===== config.mk =====
export PLATFORM = sky130hd
export DESIGN_NAME = multicycle_cpu_flat
export DESIGN_NICKNAME = d
export VERILOG_FILES = /design/src/rtl/multicycle_cpu_if.sv /design/src/rtl/multicycle_cpu.sv /design/src/flat_wrapper.sv
export SDC_FILE = /design/constraint.sdc
export NUM_CORES = 2
export LEC_CHECK = 0
export ABC_CLOCK_PERIOD_IN_PS = 3100
export CORE_ASPECT_RATIO = 1.2
export CORE_MARGIN = 4
export CORE_UTILIZATION = 45
export DETAILED_ROUTE_END_ITERATION = 6
export SLEW_MARGIN = 20
export SYNTH_ARGS = -nofsm -noshare
export SYNTH_HDL_FRONTEND = slang
export SYNTH_SLANG_ARGS = --single-unit

===== constraint.sdc =====
create_clock -name clk -period 3.1 [get_ports clk]
set_input_delay 0.62 -clock clk [delete_from_list [all_inputs] [get_ports clk]]
set_output_delay 0.62 -clock clk [all_outputs]
set_load 0.005 [all_outputs]

===== src/rtl/multicycle_cpu_if.sv =====
// Shared instruction/data memory port; an access completes at the edge where mem_req and mem_ready are both high.
// The master holds request fields stable until mem_ready; the slave may insert any number of wait cycles.
interface multicycle_cpu_if #(
  parameter int ADDR_W = 32
);
  logic              mem_req;
  logic              mem_we;
  logic [ADDR_W-1:0] mem_addr;
  logic [31:0]       mem_wdata;
  logic [31:0]       mem_rdata;
  logic              mem_ready;

  modport master (
    output mem_req, mem_we, mem_addr, mem_wdata,
    input  mem_rdata, mem_ready
  );

  modport slave (
    input  mem_req, mem_we, mem_addr, mem_wdata,
    output mem_rdata, mem_ready
  );
endinterface


===== src/rtl/multicycle_cpu.sv =====
// Multi-cycle MIPS-subset core: j 2, beq/bne 3, R/addi/sw 4, lw 5 cycles with zero-wait memory.
// Each mem_ready wait cycle stalls FETCH/MEM by one cycle with the request held stable.
module multicycle_cpu #(
  parameter int              ADDR_W   = 32,
  parameter logic [ADDR_W-1:0] RESET_PC = '0
) (
  input  logic              clk,
  input  logic              rst,
  multicycle_cpu_if.master  mem,
  output logic [ADDR_W-1:0] pc_out,
  output logic              retire,
  output logic              halted,
  output logic              fault
);
  localparam logic [5:0] OP_RTYPE = 6'h00, OP_J  = 6'h02, OP_BEQ = 6'h04, OP_BNE  = 6'h05;
  localparam logic [5:0] OP_ADDI  = 6'h08, OP_LW = 6'h23, OP_SW  = 6'h2B, OP_HALT = 6'h3F;
  localparam logic [5:0] FN_ADD = 6'h20, FN_SUB = 6'h22, FN_AND = 6'h24, FN_OR = 6'h25, FN_SLT = 6'h2A;

  typedef enum logic [2:0] {S_FETCH, S_DECODE, S_EXEC, S_MEM, S_WB, S_HALT} state_e;

  state_e            state_q, state_d;
  logic [ADDR_W-1:0] pc_q, pc_d, tgt_q, tgt_d;
  logic [31:0]       ir_q, ir_d, a_q, a_d, b_q, b_d, alu_q, alu_d, mdr_q, mdr_d;
  logic              fault_q, fault_d;
  logic [31:0]       regs_q [32];

  logic [5:0]  opcode, funct;
  logic [4:0]  rs, rt, rd, wb_addr;
  logic [31:0] sext_imm, br_off, pc_ext, j_tgt, ea, r_res, wb_val;
  logic        legal, br_taken;
  logic        unused_ok;

  assign opcode   = ir_q[31:26];
  assign rs       = ir_q[25:21];
  assign rt       = ir_q[20:16];
  assign rd       = ir_q[15:11];
  assign funct    = ir_q[5:0];
  assign sext_imm = {{16{ir_q[15]}}, ir_q[15:0]};
  assign br_off   = {sext_imm[29:0], 2'b00};
  assign pc_ext   = 32'(pc_q);
  assign j_tgt    = {pc_ext[31:28], ir_q[25:0], 2'b00};
  assign ea       = a_q + sext_imm;
  assign br_taken = (a_q == b_q) ^ (opcode == OP_BNE);
  assign legal    = ((opcode == OP_RTYPE) && (funct inside {FN_ADD, FN_SUB, FN_AND, FN_OR, FN_SLT}))
                 || (opcode inside {OP_ADDI, OP_LW, OP_SW, OP_BEQ, OP_BNE});
  assign wb_addr  = (opcode == OP_RTYPE) ? rd : rt;
  assign wb_val   = (opcode == OP_LW) ? mdr_q : alu_q;
  // shamt and the PC bits below the jump region never influence results
  assign unused_ok = ^{ir_q[10:6], pc_ext[27:0], br_off, j_tgt};

  always_comb begin
    case (funct)
      FN_SUB:  r_res = a_q - b_q;
      FN_AND:  r_res = a_q & b_q;
      FN_OR:   r_res = a_q | b_q;
      FN_SLT:  r_res = {31'b0, $signed(a_q) < $signed(b_q)};
      default: r_res = a_q + b_q;
    endcase
  end

  always_ff @(posedge clk) begin
    if (rst) state_q <= S_FETCH;
    else     state_q <= state_d;
  end

  always_comb begin
    state_d = state_q;
    pc_d    = pc_q;
    ir_d    = ir_q;
    a_d     = a_q;
    b_d     = b_q;
    tgt_d   = tgt_q;
    alu_d   = alu_q;
    mdr_d   = mdr_q;
    fault_d = fault_q;
    case (state_q)
      S_FETCH: begin
        if (mem.mem_ready) begin
          ir_d    = mem.mem_rdata;
          pc_d    = pc_q + ADDR_W'(4);
          state_d = S_DECODE;
        end
      end
      S_DECODE: begin
        a_d   = regs_q[rs];
        b_d   = regs_q[rt];
        tgt_d = pc_q + br_off[ADDR_W-1:0];
        if (opcode == OP_HALT) begin
          state_d = S_HALT;
        end else if (opcode == OP_J) begin
          pc_d    = j_tgt[ADDR_W-1:0];
          state_d = S_FETCH;
        end else if (legal) begin
          state_d = S_EXEC;
        end else begin
          state_d = S_HALT;
          fault_d = 1'b1;
        end
      end
      S_EXEC: begin
        case (opcode)
          OP_RTYPE: begin alu_d = r_res;          state_d = S_WB; end
          OP_ADDI:  begin alu_d = a_q + sext_imm; state_d = S_WB; end
          OP_LW, OP_SW: begin
            alu_d = ea;
            if (ea[1:0] != 2'b00) begin
              state_d = S_HALT;
              fault_d = 1'b1;
            end else begin
              state_d = S_MEM;
            end
          end
          OP_BEQ, OP_BNE: begin
            if (br_taken) pc_d = tgt_q;
            state_d = S_FETCH;
          end
          default: begin state_d = S_HALT; fault_d = 1'b1; end
        endcase
      end
      S_MEM: begin
        if (mem.mem_ready) begin
          if (opcode == OP_SW) begin
            state_d = S_FETCH;
          end else begin
            mdr_d   = mem.mem_rdata;
            state_d = S_WB;
          end
        end
      end
      S_WB:    state_d = S_FETCH;
      default: state_d = state_q;
    endcase
  end

  always_ff @(posedge clk) begin
    if (rst) begin
      pc_q    <= RESET_PC;
      tgt_q   <= '0;
      ir_q    <= '0;
      a_q     <= '0;
      b_q     <= '0;
      alu_q   <= '0;
      mdr_q   <= '0;
      fault_q <= 1'b0;
      for (int i = 0; i < 32; i++) regs_q[i] <= '0;
    end else begin
      pc_q    <= pc_d;
      tgt_q   <= tgt_d;
      ir_q    <= ir_d;
      a_q     <= a_d;
      b_q     <= b_d;
      alu_q   <= alu_d;
      mdr_q   <= mdr_d;
      fault_q <= fault_d;
      // r0 is never written, so reads of it stay zero
      if (state_q == S_WB && wb_addr != 5'd0) regs_q[wb_addr] <= wb_val;
    end
  end

  always_comb begin
    mem.mem_req   = 1'b0;
    mem.mem_we    = 1'b0;
    mem.mem_addr  = pc_q;
    mem.mem_wdata = b_q;
    retire        = 1'b0;
    case (state_q)
      S_FETCH:  mem.mem_req = 1'b1;
      S_DECODE: retire = (opcode == OP_J);
      S_EXEC:   retire = (opcode == OP_BEQ) || (opcode == OP_BNE);
      S_MEM: begin
        mem.mem_req  = 1'b1;
        mem.mem_we   = (opcode == OP_SW);
        mem.mem_addr = alu_q[ADDR_W-1:0];
        retire       = mem.mem_ready && (opcode == OP_SW);
      end
      S_WB:     retire = 1'b1;
      default:  retire = 1'b0;
    endcase
    if (rst) begin
      mem.mem_req = 1'b0;
      retire      = 1'b0;
    end
  end

  assign pc_out = pc_q;
  assign halted = (state_q == S_HALT);
  assign fault  = fault_q;
endmodule


===== src/flat_wrapper.sv =====
// flat-port wrapper written by rule: the top's interface ports become plain ports
module multicycle_cpu_flat 
#(
  parameter int              ADDR_W   = 32,
  parameter logic [ADDR_W-1:0] RESET_PC = '0
)
  (clk, rst, pc_out, retire, halted, fault, mem_mem_req, mem_mem_we, mem_mem_addr, mem_mem_wdata, mem_mem_rdata, mem_mem_ready);
  multicycle_cpu_if #(.ADDR_W(ADDR_W)) mem_i ();
  input  logic clk;
  input  logic rst;
  output logic [ADDR_W-1:0] pc_out;
  output logic retire;
  output logic halted;
  output logic fault;
  output wire logic [$bits(mem_i.mem_req)-1:0] mem_mem_req;
  output wire logic [$bits(mem_i.mem_we)-1:0] mem_mem_we;
  output wire logic [$bits(mem_i.mem_addr)-1:0] mem_mem_addr;
  output wire logic [$bits(mem_i.mem_wdata)-1:0] mem_mem_wdata;
  input wire logic [$bits(mem_i.mem_rdata)-1:0] mem_mem_rdata;
  input wire logic [$bits(mem_i.mem_ready)-1:0] mem_mem_ready;
  assign mem_mem_req = mem_i.mem_req;
  assign mem_mem_we = mem_i.mem_we;
  assign mem_mem_addr = mem_i.mem_addr;
  assign mem_mem_wdata = mem_i.mem_wdata;
  assign mem_i.mem_rdata = mem_mem_rdata;
  assign mem_i.mem_ready = mem_mem_ready;
  multicycle_cpu #(.ADDR_W(ADDR_W), .RESET_PC(RESET_PC)) u_core (.clk(clk), .rst(rst), .mem(mem_i), .pc_out(pc_out), .retire(retire), .halted(halted), .fault(fault));
endmodule

==> run_summary.xml <==
<?xml version="1.0" encoding="UTF-8"?>
<metrics>
  <group name="status">
    <metric name="outcome" unit="">finished with violations</metric>
    <metric name="violated_checks" unit="">setup timing</metric>
  </group>
  <group name="critical_path">
    <metric name="cp_max_fo" unit="">8</metric>
    <metric name="crit_path_start" unit="">u_core.mem.mem_wdata[19]$_SDFFE_PP0P_</metric>
    <metric name="critPathKind" unit="">reg -&gt; reg</metric>
    <metric name="crit_family" unit="">simple AND/OR/NAND/NOR gates</metric>
    <metric name="worstSetupPathDepth" unit="">14</metric>
    <metric name="worstPathArrival" unit="ns">3.91</metric>
    <metric name="critical_path_cell_by_cell" unit="">inv_2 &gt; ha_4 &gt; nor4_4 &gt; nand2_2 &gt; or4_4 &gt; nor3_4 &gt; xor2_2 &gt; a221oi_4 &gt; buf_4 &gt; buf_12 &gt; buf_4 &gt; a21oi_2 &gt; a221oi_2 &gt; nor3_2</metric>
    <metric name="reg2reg_depth" unit="">14</metric>
    <metric name="timing.critical_path.required" unit="ns">3.74</metric>
    <metric name="timing.critical_path.slowest_stage_cell" unit="">sky130_fd_sc_hd__or4_4</metric>
    <metric name="critical_path_buf_inv_count" unit="">4</metric>
    <metric name="critical-path-max-stage-delay" unit="ns">0.50</metric>
    <metric name="r2r_start" unit="">u_core.mem.mem_wdata[19]$_SDFFE_PP0P_</metric>
    <metric name="endpoint_kind" unit="">flop</metric>
    <metric name="worst_setup_path_start_kind" unit="">flop</metric>
    <metric name="critical_path.most_common_cell" unit="">sky130_fd_sc_hd__buf_4</metric>
  </group>
  <group name="pwr">
    <metric name="powerDensity" unit="nW/um^2">558</metric>
    <metric name="p_leak" unit="nW">28.7</metric>
    <metric name="max-vdd-ir-drop" unit="mV">0.357</metric>
    <metric name="finalPower" unit="mW">47.0</metric>
  </group>
  <group name="detailed_routing">
    <metric name="num_vias" unit="">52200</metric>
    <metric name="detailedRoute.firstPassIterationCount" unit="">6</metric>
    <metric name="mean_routed_wirelength_per_cell" unit="um">31.4</metric>
    <metric name="drtAntennaViolNets" unit="">0</metric>
    <metric name="drt_iter0_markers" unit="">6020</metric>
    <metric name="drc_errors" unit="">0</metric>
    <metric name="wirelength" unit="um">256000</metric>
    <metric name="route.detailed.vias_per_inst" unit="">6.39</metric>
  </group>
  <group name="floorplanning">
    <metric name="chipWidth" unit="um">366</metric>
    <metric name="boundaryPins" unit="">136</metric>
    <metric name="starting_density" unit="%">45.3</metric>
    <metric name="dieArea" unit="um^2">160000</metric>
    <metric name="placement_rows" unit="">157</metric>
    <metric name="die_h" unit="um">437</metric>
    <metric name="fp.coreArea" unit="um^2">153000</metric>
  </group>
  <group name="logic_synthesis">
    <metric name="synthFlopType" unit="">sky130_fd_sc_hd__edfxtp_1</metric>
    <metric name="synth-warning-count" unit="">0</metric>
    <metric name="seq_area_frac_synth" unit="%">51.1</metric>
    <metric name="postSynth.asyncResetShare" unit="%">0</metric>
    <metric name="synth_enable_flop_cells" unit="">1024</metric>
    <metric name="syn_area_per_cell" unit="um^2">12.4</metric>
    <metric name="ys_seq_elements" unit="">1252</metric>
    <metric name="post_synth_instance_area" unit="um^2">69100</metric>
    <metric name="synth.distinct_cells" unit="">105</metric>
    <metric name="postSynthCellCount" unit="">5568</metric>
  </group>
  <group name="sta">
    <metric name="setup_slack" unit="ns">-0.172</metric>
    <metric name="highest_clock_frequency_the_design_can_meet" unit="MHz">306</metric>
    <metric name="tightest_slew" unit="ns">0.915</metric>
    <metric name="slew_headroom" unit="%">39.0</metric>
    <metric name="final-hold-violation-count" unit="">0</metric>
    <metric name="skew" unit="ns">0.0379</metric>
    <metric name="final.period_utilization" unit="%">106</metric>
    <metric name="report.final.setup_viol" unit="">27</metric>
    <metric name="grt_setup_unrepaired" unit="">yes</metric>
    <metric name="slew_violations" unit="">0</metric>
    <metric name="min_period" unit="ns">3.27</metric>
  </group>
  <group name="clock_network">
    <metric name="hold_buffers" unit="">0</metric>
    <metric name="clock_sink_count" unit="">1252</metric>
    <metric name="tritoncts" unit="">done</metric>
    <metric name="number_of_h_tree_levels" unit="">4</metric>
    <metric name="cts_root_buf" unit="">sky130_fd_sc_hd__clkbuf_16</metric>
    <metric name="clk_transition_reported_paths" unit="ns">0.06</metric>
    <metric name="cts_made_buffers" unit="">135</metric>
    <metric name="insertion_delay" unit="ns">0.79</metric>
    <metric name="cts_max_path_buffers" unit="">3</metric>
  </group>
  <group name="place">
    <metric name="post-place-cells" unit="">7874</metric>
    <metric name="placement.io_buffers" unit="">135</metric>
    <metric name="dp_hpwl" unit="um">179000</metric>
    <metric name="place_congestion" unit="">0.965</metric>
  </group>
  <group name="final_layout">
    <metric name="final_util" unit="%">55.2</metric>
    <metric name="synthToLayoutAreaGrowth" unit="%">21.8</metric>
    <metric name="most_common_cell_after_layout_fill_and_taps_aside" unit="">sky130_fd_sc_hd__nor2_1</metric>
    <metric name="post_route_cells_drive_above_1_share" unit="%">30.2</metric>
    <metric name="fin_cells" unit="">8164</metric>
    <metric name="highest_count_cells_in_the_layout_ignoring_fill_and_taps" unit="">sky130_fd_sc_hd__nor2_1, sky130_fd_sc_hd__edfxtp_1, sky130_fd_sc_hd__mux4_2</metric>
    <metric name="nNetsFinal" unit="">6259</metric>
  </group>
  <group name="run">
    <metric name="drv_cap" unit="">0</metric>
  </group>
  <group name="global_route">
    <metric name="grt_first_pass_wirelength" unit="um">366000</metric>
    <metric name="antenna_found_initial" unit="">8</metric>
    <metric name="grt.total_usage" unit="%">31.6</metric>
    <metric name="grt_overflow" unit="">0</metric>
    <metric name="largest_net_degree_at_the_start_of_global_routing" unit="">137</metric>
    <metric name="first_global_vias" unit="">52000</metric>
  </group>
  <group name="hold_path">
    <metric name="whs_path_depth" unit="">2</metric>
    <metric name="hold_path.class" unit="">in -&gt; reg</metric>
    <metric name="timing.hold.worst.start" unit="">rst</metric>
  </group>
</metrics>
cells in the mapped netlist, types with 24 or more instances:
cell	count	area [um^2]
sky130_fd_sc_hd__edfxtp_1	1024	30700
sky130_fd_sc_hd__buf_1	32	120
sky130_fd_sc_hd__dfxtp_1	228	4560
sky130_fd_sc_hd__xnor2_1	32	280
sky130_fd_sc_hd__xor2_1	25	219
sky130_fd_sc_hd__mux2i_1	107	1070
sky130_fd_sc_hd__ha_1	157	1960
sky130_fd_sc_hd__nor2_1	1224	4590
sky130_fd_sc_hd__a21oi_1	246	1230
sky130_fd_sc_hd__nand3_1	44	220
sky130_fd_sc_hd__a22oi_1	30	225
sky130_fd_sc_hd__buf_2	92	460
sky130_fd_sc_hd__nand2b_1	24	150
sky130_fd_sc_hd__and3_1	27	169
sky130_fd_sc_hd__o21ai_0	112	561
sky130_fd_sc_hd__clkbuf_1	369	1390
sky130_fd_sc_hd__inv_1	116	435
sky130_fd_sc_hd__mux4_2	640	14400
sky130_fd_sc_hd__nor3_1	61	305
sky130_fd_sc_hd__a21o_1	45	338
sky130_fd_sc_hd__a211oi_1	104	781
sky130_fd_sc_hd__nand2_1	441	1660
metal layers:
layer / global-route usage (%) / share of wire [%] / vias up
met5: 0 / 0.018 / -
met3: 6.61 / 9.4 / 784
met4: 18.6 / 7.1 / 8
met1: 37.2 / 34 / 26300
met2: 53.7 / 49 / 3062
li1: - / - / 22000
state kept, by name (all words and copies together) (netlist names):
signal and count:
u_core.tgt_q 32, u_core.alu_q 32, u_core.regs_q 1024, u_core.pc_out 32, u_core.mem.mem_wdata 32, u_core.ir_q 32, u_core.mdr_q 32, u_core.state_q 3
u_core.a_q 32, u_core.fault 1
what timing repair did:
action,4_1_cts,5_1_grt
gates resized for setup,119,140
endpoints found under the setup margin,84,482
pin swaps,64,53
setup buffers,21,16
cloned,3,1
cell families (layout without fill, tap and decap cells):
logic type,after synthesis,count (layout),synth area share [%]
flops,1252,1252,51.1
compound gates,783,783,7.57
mux,748,748,22.4
fa+ha+maj,161,161,2.96
xor+xnor,58,58,0.746
simple gates,1951,1951,11.7
buf+inv,614,1187,3.53
other cells,1,37,0.00542
power by group:
part / switching (mW) / internal [mW] / total (mW)
combinational: 6.26 / 5.22 / 11.5
sequential: 0.573 / 18.9 / 19.4
clock: 6.96 / 9.15 / 16.1
total: 13.8 / 33.2 / 47.0
final timing paths:
check	to	slack (ns)
min	u_core.fault$_SDFFE_PP0P_	0.17
min reg2reg	u_core.tgt_q[5]$_SDFFE_PP0P_	0.46
max	u_core.pc_out[19]$_SDFFE_PP0P_	-0.17
max reg2reg	u_core.pc_out[19]$_SDFFE_PP0P_	-0.17
layout make-up:
cell class / count / area, um^2
multi-input combinational: 3733 / 33000
antenna: 5 / 12.5
tap: 1987 / 2490
inverter: 118 / 445
timing repair buffer: 823 / 8620
sequential: 1252 / 35400
clock inverter: 74 / 631
fill: 12500 / 68400
clock buffer: 172 / 3670
stage by stage:
stage / area, um^2 / setup TNS, ns / worst slack, ns / hold slack, ns
4_1_cts: 83600 / -2.98 / -0.166 / 0.113
3_3_place_gp: 78500 / -8.55 / -0.432 / 0.442
3_5_place_dp: 78500 / -9.22 / -0.440 / 0.445
6_report: 84200 / -2.54 / -0.172 / 0.166
5_1_grt: 84200 / -4.21 / -0.218 / 0.144
2_1_floorplan: 69300 / -35.40 / -0.238 / 0.432
worst reg2reg max path, stage by stage, from the launching register on:
cell and delay, ns:
sky130_fd_sc_hd__dfxtp_2 0.33, sky130_fd_sc_hd__inv_2 0.05, sky130_fd_sc_hd__ha_4 0.25, sky130_fd_sc_hd__nor4_4 0.29, sky130_fd_sc_hd__nand2_2 0.10, sky130_fd_sc_hd__or4_4 0.50, sky130_fd_sc_hd__nor3_4 0.38, sky130_fd_sc_hd__xor2_2 0.17
sky130_fd_sc_hd__a221oi_4 0.33, sky130_fd_sc_hd__buf_4 0.17, sky130_fd_sc_hd__buf_12 0.14, sky130_fd_sc_hd__buf_4 0.14, sky130_fd_sc_hd__a21oi_2 0.05, sky130_fd_sc_hd__a221oi_2 0.19, sky130_fd_sc_hd__nor3_2 0.05
Power figures use the tool's default switching activity.
